--- src/rtl/axi_sram_slave_if.sv ---
// AXI4 channel bundle between an interconnect master port and axi_sram_slave.
interface axi_sram_slave_if #(
   parameter int unsigned ID_W = 8
);
   logic [ID_W-1:0] awid;
   logic [31:0]     awaddr;
   logic [3:0]      awlen;
   logic [2:0]      awsize;
   logic [1:0]      awburst;
   logic            awvalid;
   logic            awready;
   logic [31:0]     wdata;
   logic [3:0]      wstrb;
   logic            wlast;
   logic            wvalid;
   logic            wready;
   logic [ID_W-1:0] bid;
   logic [1:0]      bresp;
   logic            bvalid;
   logic            bready;
   logic [ID_W-1:0] arid;
   logic [31:0]     araddr;
   logic [3:0]      arlen;
   logic [2:0]      arsize;
   logic [1:0]      arburst;
   logic            arvalid;
   logic            arready;
   logic [ID_W-1:0] rid;
   logic [31:0]     rdata;
   logic [1:0]      rresp;
   logic            rlast;
   logic            rvalid;
   logic            rready;

   modport master (
      output awid, awaddr, awlen, awsize, awburst, awvalid,
      output wdata, wstrb, wlast, wvalid, bready,
      output arid, araddr, arlen, arsize, arburst, arvalid, rready,
      input  awready, wready, bid, bresp, bvalid,
      input  arready, rid, rdata, rresp, rlast, rvalid
   );

   modport slave (
      input  awid, awaddr, awlen, awsize, awburst, awvalid,
      input  wdata, wstrb, wlast, wvalid, bready,
      input  arid, araddr, arlen, arsize, arburst, arvalid, rready,
      output awready, wready, bid, bresp, bvalid,
      output arready, rid, rdata, rresp, rlast, rvalid
   );
endinterface

--- src/rtl/axi_sram_slave.sv ---
// axi_sram_slave: AXI4 slave serving one transaction at a time from a single-port SRAM.
// Bursts of 32-bit words, every burst type handled as INCR, word address wraps at the SRAM size.
// Optional feature: define AXI_SRAM_RANGE_CHK_EN to reject beats addressed above the SRAM
// (no access, SLVERR response); without it upper address bits alias and responses are OKAY.
module axi_sram_slave #(
   parameter int unsigned ID_W    = 8,
   parameter int unsigned SRAM_AW = 14
) (
   input  logic               clk,
   input  logic               rst,
   axi_sram_slave_if.slave    io_axi,
   output logic               o_sram_cs,
   output logic [3:0]         o_sram_we,
   output logic [SRAM_AW-1:0] o_sram_addr,
   output logic [31:0]        o_sram_di,
   input  logic [31:0]        i_sram_do
);
   typedef enum logic [2:0] {StIdle, StRFetch, StRData, StWData, StWResp} state_e;

   state_e             r_state, w_state_nx;
   logic [ID_W-1:0]    r_id, w_id_nx;
   logic [SRAM_AW-1:0] r_addr, w_addr_nx;
   logic [3:0]         r_len, w_len_nx;
   logic [3:0]         r_beat, w_beat_nx;
   logic               r_oor, w_oor_nx;
   logic               r_wr_err, w_wr_err_nx;
   logic               r_last_wr, w_last_wr_nx;

   logic               w_both, w_aw_gnt, w_ar_gnt;
   logic [31:0]        w_grant_addr;
   logic [SRAM_AW-1:0] w_addr_inc;
   logic               w_carry, w_grant_oor, w_inc_oor, w_last_beat, w_wr_acc;
   logic               w_unused;

   // Arbitration: with both requests pending, grant alternates based on the last served type.
   assign w_both          = io_axi.awvalid & io_axi.arvalid;
   assign io_axi.awready  = (r_state == StIdle) & ~(w_both & r_last_wr);
   assign io_axi.arready  = (r_state == StIdle) & ~(w_both & ~r_last_wr);
   assign w_aw_gnt        = io_axi.awvalid & io_axi.awready;
   assign w_ar_gnt        = io_axi.arvalid & io_axi.arready;
   assign w_grant_addr    = w_aw_gnt ? io_axi.awaddr : io_axi.araddr;
   assign {w_carry, w_addr_inc} = {1'b0, r_addr} + (SRAM_AW+1)'(1);
   assign w_last_beat     = (r_beat == r_len);
   assign w_wr_acc        = (|io_axi.wstrb) & ~r_oor;

`ifdef AXI_SRAM_RANGE_CHK_EN
   // Out of range is sticky: once the burst leaves the SRAM it never comes back.
   assign w_grant_oor = |w_grant_addr[31:SRAM_AW+2];
   assign w_inc_oor   = r_oor | w_carry;
`else
   assign w_grant_oor = 1'b0;
   assign w_inc_oor   = 1'b0;
`endif

   // Size is assumed to be one word and burst type is not decoded.
   assign w_unused = ^{io_axi.awsize, io_axi.arsize, io_axi.awburst, io_axi.arburst,
                       w_grant_addr[1:0], w_grant_addr[31:SRAM_AW+2], w_carry};

   // Next-state, channel outputs and SRAM strobes.
   always_comb begin
      w_state_nx   = r_state;
      w_id_nx      = r_id;
      w_addr_nx    = r_addr;
      w_len_nx     = r_len;
      w_beat_nx    = r_beat;
      w_oor_nx     = r_oor;
      w_wr_err_nx  = r_wr_err;
      w_last_wr_nx = r_last_wr;
      io_axi.wready = 1'b0;
      io_axi.bvalid = 1'b0;
      io_axi.bid    = '0;
      io_axi.bresp  = 2'b00;
      io_axi.rvalid = 1'b0;
      io_axi.rid    = '0;
      io_axi.rdata  = '0;
      io_axi.rresp  = 2'b00;
      io_axi.rlast  = 1'b0;
      o_sram_cs     = 1'b0;
      o_sram_we     = 4'b0000;
      o_sram_addr   = r_addr;
      o_sram_di     = '0;
      unique case (r_state)
         StIdle: begin
            if (w_aw_gnt || w_ar_gnt) begin
               w_id_nx     = w_aw_gnt ? io_axi.awid : io_axi.arid;
               w_addr_nx   = w_grant_addr[SRAM_AW+1:2];
               w_len_nx    = w_aw_gnt ? io_axi.awlen : io_axi.arlen;
               w_beat_nx   = '0;
               w_oor_nx    = w_grant_oor;
               w_wr_err_nx = 1'b0;
               w_state_nx  = w_aw_gnt ? StWData : StRFetch;
            end
         end
         StRFetch: begin
            o_sram_cs  = ~r_oor;
            w_state_nx = StRData;
         end
         StRData: begin
            // SRAM output is held until the next access, so RDATA stays stable while stalled.
            io_axi.rvalid = 1'b1;
            io_axi.rid    = r_id;
            io_axi.rdata  = r_oor ? 32'h0 : i_sram_do;
            io_axi.rresp  = r_oor ? 2'b10 : 2'b00;
            io_axi.rlast  = w_last_beat;
            if (io_axi.rready) begin
               if (w_last_beat) begin
                  w_last_wr_nx = 1'b0;
                  w_state_nx   = StIdle;
               end else begin
                  w_addr_nx  = w_addr_inc;
                  w_beat_nx  = r_beat + 4'd1;
                  w_oor_nx   = w_inc_oor;
                  w_state_nx = StRFetch;
               end
            end
         end
         StWData: begin
            io_axi.wready = 1'b1;
            if (io_axi.wvalid) begin
               o_sram_cs   = w_wr_acc;
               o_sram_we   = w_wr_acc ? io_axi.wstrb : 4'b0000;
               o_sram_di   = io_axi.wdata;
               w_wr_err_nx = r_wr_err | r_oor;
               w_addr_nx   = w_addr_inc;
               w_beat_nx   = r_beat + 4'd1;
               w_oor_nx    = w_inc_oor;
               if (io_axi.wlast) begin
                  w_state_nx = StWResp;
               end
            end
         end
         StWResp: begin
            io_axi.bvalid = 1'b1;
            io_axi.bid    = r_id;
            io_axi.bresp  = r_wr_err ? 2'b10 : 2'b00;
            if (io_axi.bready) begin
               w_last_wr_nx = 1'b1;
               w_state_nx   = StIdle;
            end
         end
         default: w_state_nx = StIdle;
      endcase
   end

   // State and transaction context registers.
   always_ff @(posedge clk or negedge rst) begin
      if (!rst) begin
         r_state   <= StIdle;
         r_id      <= '0;
         r_addr    <= '0;
         r_len     <= '0;
         r_beat    <= '0;
         r_oor     <= 1'b0;
         r_wr_err  <= 1'b0;
         r_last_wr <= 1'b0;
      end else begin
         r_state   <= w_state_nx;
         r_id      <= w_id_nx;
         r_addr    <= w_addr_nx;
         r_len     <= w_len_nx;
         r_beat    <= w_beat_nx;
         r_oor     <= w_oor_nx;
         r_wr_err  <= w_wr_err_nx;
         r_last_wr <= w_last_wr_nx;
      end
   end
endmodule

--- src/flat_wrapper.sv ---
// flat-port wrapper written by rule: the top's interface ports become plain ports
module axi_sram_slave_flat 
#(
   parameter int unsigned ID_W    = 8,
   parameter int unsigned SRAM_AW = 14
)
  (clk, rst, o_sram_cs, o_sram_we, o_sram_addr, o_sram_di, i_sram_do, io_axi_awid, io_axi_awaddr, io_axi_awlen, io_axi_awsize, io_axi_awburst, io_axi_awvalid, io_axi_wdata, io_axi_wstrb, io_axi_wlast, io_axi_wvalid, io_axi_bready, io_axi_arid, io_axi_araddr, io_axi_arlen, io_axi_arsize, io_axi_arburst, io_axi_arvalid, io_axi_rready, io_axi_awready, io_axi_wready, io_axi_bid, io_axi_bresp, io_axi_bvalid, io_axi_arready, io_axi_rid, io_axi_rdata, io_axi_rresp, io_axi_rlast, io_axi_rvalid);
  axi_sram_slave_if #(.ID_W(ID_W)) io_axi_i ();
  input  logic clk;
  input  logic rst;
  output logic o_sram_cs;
  output logic [3:0] o_sram_we;
  output logic [SRAM_AW-1:0] o_sram_addr;
  output logic [31:0] o_sram_di;
  input  logic [31:0] i_sram_do;
  input wire logic [$bits(io_axi_i.awid)-1:0] io_axi_awid;
  input wire logic [$bits(io_axi_i.awaddr)-1:0] io_axi_awaddr;
  input wire logic [$bits(io_axi_i.awlen)-1:0] io_axi_awlen;
  input wire logic [$bits(io_axi_i.awsize)-1:0] io_axi_awsize;
  input wire logic [$bits(io_axi_i.awburst)-1:0] io_axi_awburst;
  input wire logic [$bits(io_axi_i.awvalid)-1:0] io_axi_awvalid;
  input wire logic [$bits(io_axi_i.wdata)-1:0] io_axi_wdata;
  input wire logic [$bits(io_axi_i.wstrb)-1:0] io_axi_wstrb;
  input wire logic [$bits(io_axi_i.wlast)-1:0] io_axi_wlast;
  input wire logic [$bits(io_axi_i.wvalid)-1:0] io_axi_wvalid;
  input wire logic [$bits(io_axi_i.bready)-1:0] io_axi_bready;
  input wire logic [$bits(io_axi_i.arid)-1:0] io_axi_arid;
  input wire logic [$bits(io_axi_i.araddr)-1:0] io_axi_araddr;
  input wire logic [$bits(io_axi_i.arlen)-1:0] io_axi_arlen;
  input wire logic [$bits(io_axi_i.arsize)-1:0] io_axi_arsize;
  input wire logic [$bits(io_axi_i.arburst)-1:0] io_axi_arburst;
  input wire logic [$bits(io_axi_i.arvalid)-1:0] io_axi_arvalid;
  input wire logic [$bits(io_axi_i.rready)-1:0] io_axi_rready;
  output wire logic [$bits(io_axi_i.awready)-1:0] io_axi_awready;
  output wire logic [$bits(io_axi_i.wready)-1:0] io_axi_wready;
  output wire logic [$bits(io_axi_i.bid)-1:0] io_axi_bid;
  output wire logic [$bits(io_axi_i.bresp)-1:0] io_axi_bresp;
  output wire logic [$bits(io_axi_i.bvalid)-1:0] io_axi_bvalid;
  output wire logic [$bits(io_axi_i.arready)-1:0] io_axi_arready;
  output wire logic [$bits(io_axi_i.rid)-1:0] io_axi_rid;
  output wire logic [$bits(io_axi_i.rdata)-1:0] io_axi_rdata;
  output wire logic [$bits(io_axi_i.rresp)-1:0] io_axi_rresp;
  output wire logic [$bits(io_axi_i.rlast)-1:0] io_axi_rlast;
  output wire logic [$bits(io_axi_i.rvalid)-1:0] io_axi_rvalid;
  assign io_axi_i.awid = io_axi_awid;
  assign io_axi_i.awaddr = io_axi_awaddr;
  assign io_axi_i.awlen = io_axi_awlen;
  assign io_axi_i.awsize = io_axi_awsize;
  assign io_axi_i.awburst = io_axi_awburst;
  assign io_axi_i.awvalid = io_axi_awvalid;
  assign io_axi_i.wdata = io_axi_wdata;
  assign io_axi_i.wstrb = io_axi_wstrb;
  assign io_axi_i.wlast = io_axi_wlast;
  assign io_axi_i.wvalid = io_axi_wvalid;
  assign io_axi_i.bready = io_axi_bready;
  assign io_axi_i.arid = io_axi_arid;
  assign io_axi_i.araddr = io_axi_araddr;
  assign io_axi_i.arlen = io_axi_arlen;
  assign io_axi_i.arsize = io_axi_arsize;
  assign io_axi_i.arburst = io_axi_arburst;
  assign io_axi_i.arvalid = io_axi_arvalid;
  assign io_axi_i.rready = io_axi_rready;
  assign io_axi_awready = io_axi_i.awready;
  assign io_axi_wready = io_axi_i.wready;
  assign io_axi_bid = io_axi_i.bid;
  assign io_axi_bresp = io_axi_i.bresp;
  assign io_axi_bvalid = io_axi_i.bvalid;
  assign io_axi_arready = io_axi_i.arready;
  assign io_axi_rid = io_axi_i.rid;
  assign io_axi_rdata = io_axi_i.rdata;
  assign io_axi_rresp = io_axi_i.rresp;
  assign io_axi_rlast = io_axi_i.rlast;
  assign io_axi_rvalid = io_axi_i.rvalid;
  axi_sram_slave #(.ID_W(ID_W), .SRAM_AW(SRAM_AW)) u_core (.clk(clk), .rst(rst), .io_axi(io_axi_i), .o_sram_cs(o_sram_cs), .o_sram_we(o_sram_we), .o_sram_addr(o_sram_addr), .o_sram_di(o_sram_di), .i_sram_do(i_sram_do));
endmodule
--- config.mk ---
export PLATFORM = sky130hd
export DESIGN_NAME = axi_sram_slave_flat
export DESIGN_NICKNAME = d
export VERILOG_FILES = /design/src/rtl/axi_sram_slave_if.sv /design/src/rtl/axi_sram_slave.sv /design/src/flat_wrapper.sv
export SDC_FILE = /design/constraint.sdc
export NUM_CORES = 1
export LEC_CHECK = 0
export CAP_MARGIN = 10
export CORE_AREA = 3 3 109 111
export CTS_CLUSTER_SIZE = 16
export DETAILED_ROUTE_END_ITERATION = 8
export DIE_AREA = 0 0 112 114
export PLACE_DENSITY = 0.71
export SLEW_MARGIN = 0
export SYNTH_ARGS = -nofsm -noshare
export SYNTH_HDL_FRONTEND = slang
export SYNTH_SLANG_ARGS = --single-unit
--- constraint.sdc ---
create_clock -name clk -period 2.51 [get_ports clk]
set_clock_uncertainty 0.2 [all_clocks]
set_input_delay 0.251 -clock clk [delete_from_list [all_inputs] [get_ports clk]]
set_output_delay 0.251 -clock clk [all_outputs]
set_load 0.03 [all_outputs]
==> results of run 1 <==
[worst paths after layout]
path | slack (ps) | endpoint | cells after the start
worst min-delay path | 290 | u_core.r_wr_err$_DFFE_PN0P_ | 1
min in group asynchronous | 400 | u_core.o_sram_addr[8]$_DFFE_PN0P_ | 2
worst min register to register | 290 | u_core.r_wr_err$_DFFE_PN0P_ | 1
worst max register to register | 260 | u_core.o_sram_addr[0]$_DFFE_PN0P_ | 6
worst max-delay path | 150 | o_sram_di[24] | 6
max in group asynchronous | 1200 | u_core.r_id[6]$_DFFE_PN0P_ | 2
[routing by layer]
metal / vias up / track usage / wire (µm)
met2: 129 / 0.332 / 6150
met3: 6 / 0.0334 / 705
li1: 1636 / - / -
met1: 1518 / 0.183 / 4300
met4: 0 / 0.0353 / 149
met5: - / 0 / 0
[where the power goes]
group          switching (W)  internal (W)
Clock               0.000194      0.000250
Combinational        0.00216       0.00168
Sequential          0.000268      0.000826
Total                0.00262       0.00276
[timing repair]
action | 4_1_cts | 5_1_grt
setup buffers | 0 | 0
hold endpoints to repair | 35 | 0
resized for setup | 1 | 3
endpoints found under the setup margin | 9 | 6
hold buffers | 1 | 0
[kinds of logic (layout without fill, tap and decap cells)]
| group | count (synthesis) | in the layout | share of synthesized area |
|---|---|---|---|
| compound gates | 70 | 70 | 0.163 |
| simple gates | 166 | 166 | 0.336 |
| buf+inv | 32 | 266 | 0.0541 |
| mux | 28 | 28 | 0.106 |
| fa+ha+maj | 2 | 2 | 0.00909 |
| xor+xnor | 4 | 4 | 0.0127 |
| other cells | 1 | 3 | 0.00136 |
| flops | 35 | 35 | 0.318 |
[cell usage after synthesis (all sizes together), types with 3 or more instances]
cell type   n  area [µm²]
a31oi       3        18.8
mux2i      19         190
buf        11        70.1
nand2      23        86.3
o22a        3        26.3
dfrtp      35         876
nor3        8        40.0
clkbuf     17        63.8
nand2b      5        31.3
xor2        4        35.0
o21ai      23         115
and3       12        75.1
a2bb2oi     5        43.8
inv         4        15.0
mux2        9         101
nor2       19        71.3
a21oi      15        75.1
and2       79         494
nor4        3        25.0
nand3      10        55.1
a22oi       4        30.0
[through the flow]
stage,area [µm²],cells
after floorplan,2760,340
after global placement,5280,705
after detailed placement,5280,705
after CTS,5390,714
after global routing,5400,714
final,5400,714
[registers in the layout (all words and copies together), names as in the netlist]
signal,count
u_core.r_state,3
u_core.r_beat,4
u_core.r_wr_err,1
u_core.r_id,8
u_core.r_last_wr,1
u_core.r_len,4
u_core.o_sram_addr,14
[final cells by class]
class                           instances  area, µm²
Inverter                                4       15.0
Sequential cell                        35        876
Tap cell                              140        175
Clock buffer                            8        100
Timing Repair Buffer                  254       2480
Multi-Input combinational cell        273       1760
Fill cell                            1027       5490
==> results.yml, run 1 <==
route:
  antenna_left: 0
  wl_per_cell_um: 15.8
  drt-initial-drc-count: 162
  drc_errors: 0
  routed-via-count: 3289
  viasPerCell: 4.61
  wirelength_um: 11300
  dr.pass1.iters: 4
global_route:
  grt_use_total: 0.167
  grt_max_degree: 44
  antenna_found_initial: 0
  grt_pass1_wl_um: 17200
  first_global_vias: 3257
  overflow: 0
place:
  place_ws_ps: 131
  gp_congestion: 0.879
  dp_hpwl_um: 9270
  io_buffers: 233
timing:
  fin_tns_setup_ps: 0
  fmax_mhz: 423
  whs_ps: 289
  tightest_slew_ps: 801
  slew_headroom: 0.466
  period_needed_ps: 2360
  post-route-period-util: 0.941
  finalHoldViolCount: 0
  final.setup.worst_slack_ps: 147
  slew_viol_final: 0
  rsz0062_at_grt: "false"
  setup_viol: 0
min_path:
  worstHoldPathType: "flip-flop to flip-flop"
  hold_start: "u_core.r_wr_err$_DFFE_PN0P_"
yosys:
  synth.distinct_cells: 44
  seq_area_frac_synth: 0.318
  async_reset_ff_frac: 1.00
  ys_seq_elements: 35
  avgSynthCellArea_um2: 8.15
  ys_warn_count: 0
  syn_area_um2: 2750
  synth_edf_count: 0
  syn_inst: 338
  synth-main-ff-cell: "dfrtp_1"
layout:
  layout-drive-gt1-share: 0.214
  utilization: 0.496
  layout_commonest_cell: "clkdlybuf4s50_1"
  fin_nets: 749
  mostFrequentLayoutCells: "clkdlybuf4s50_1, buf_4, and2_1"
  area_delta_synth_final_pct: 96.2
  diodes: 0
setup_path:
  criticalPathCategory: "flip-flop to output pin"
  worst_path_most_repeated_cell: "buf_4"
  critPathArrivalTime_ps: 1910
  reg2reg_from: "u_core.r_state[0]$_DFFE_PN0P_"
  crit_path_start_kind: "flip-flop"
  worstPathRequired_ps: 2060
  crit_start: "u_core.r_state[1]$_DFFE_PN0P_"
  max_stage_delay_ps: 490
  endpoint_kind: "output pin"
  crit_buf_inv: 3
  cp_cell_sequence: "buf_4, nor2b_1, and3_1, buf_4, and2_1, buf_12"
  crit_slowest_cell: "dfrtp_1"
  path_max_fanout: 36
  crit_family: "buffers and inverters"
clocking:
  cts_root_buf: "clkbuf_8"
  htreeDepth: 2
  clk_latency_ps: 280
  clockBufferDepth: 2
  cts_tree: "yes"
  cts_buffers: 5
  clkSinkCount: 35
  path_clk_slew_ps: 70
power_and_ir_drop:
  irDropWorstVdd_v: 0.000420
  powerDensity_nw_per_um2: 994
  total_power_w: 0.00537
  power.leakage_nw: 2.53
flow_run:
  drv_cap: 0
die:
  die_w_um: 112
  die_area_um2: 12800
  coreArea_um2: 10900
  die_h_um: 114
  rows: 38
  ios: 283
  initial_utilization: 0.253
run_status:
  status: "complete, no violations"
(Power assumes the default switching activity.)
==> run 2: changes to the inputs <==
--- a/config.mk
+++ b/config.mk
@@ -7,7 +7,7 @@
 export LEC_CHECK = 0
 export CAP_MARGIN = 10
 export CORE_AREA = 3 3 109 111
-export CTS_CLUSTER_SIZE = 16
+export CTS_CLUSTER_SIZE = 8
 export DETAILED_ROUTE_END_ITERATION = 8
 export DIE_AREA = 0 0 112 114
 export PLACE_DENSITY = 0.71
==> results of run 2 <==
Final layout, timing and power as in run 1 (identical DEF).
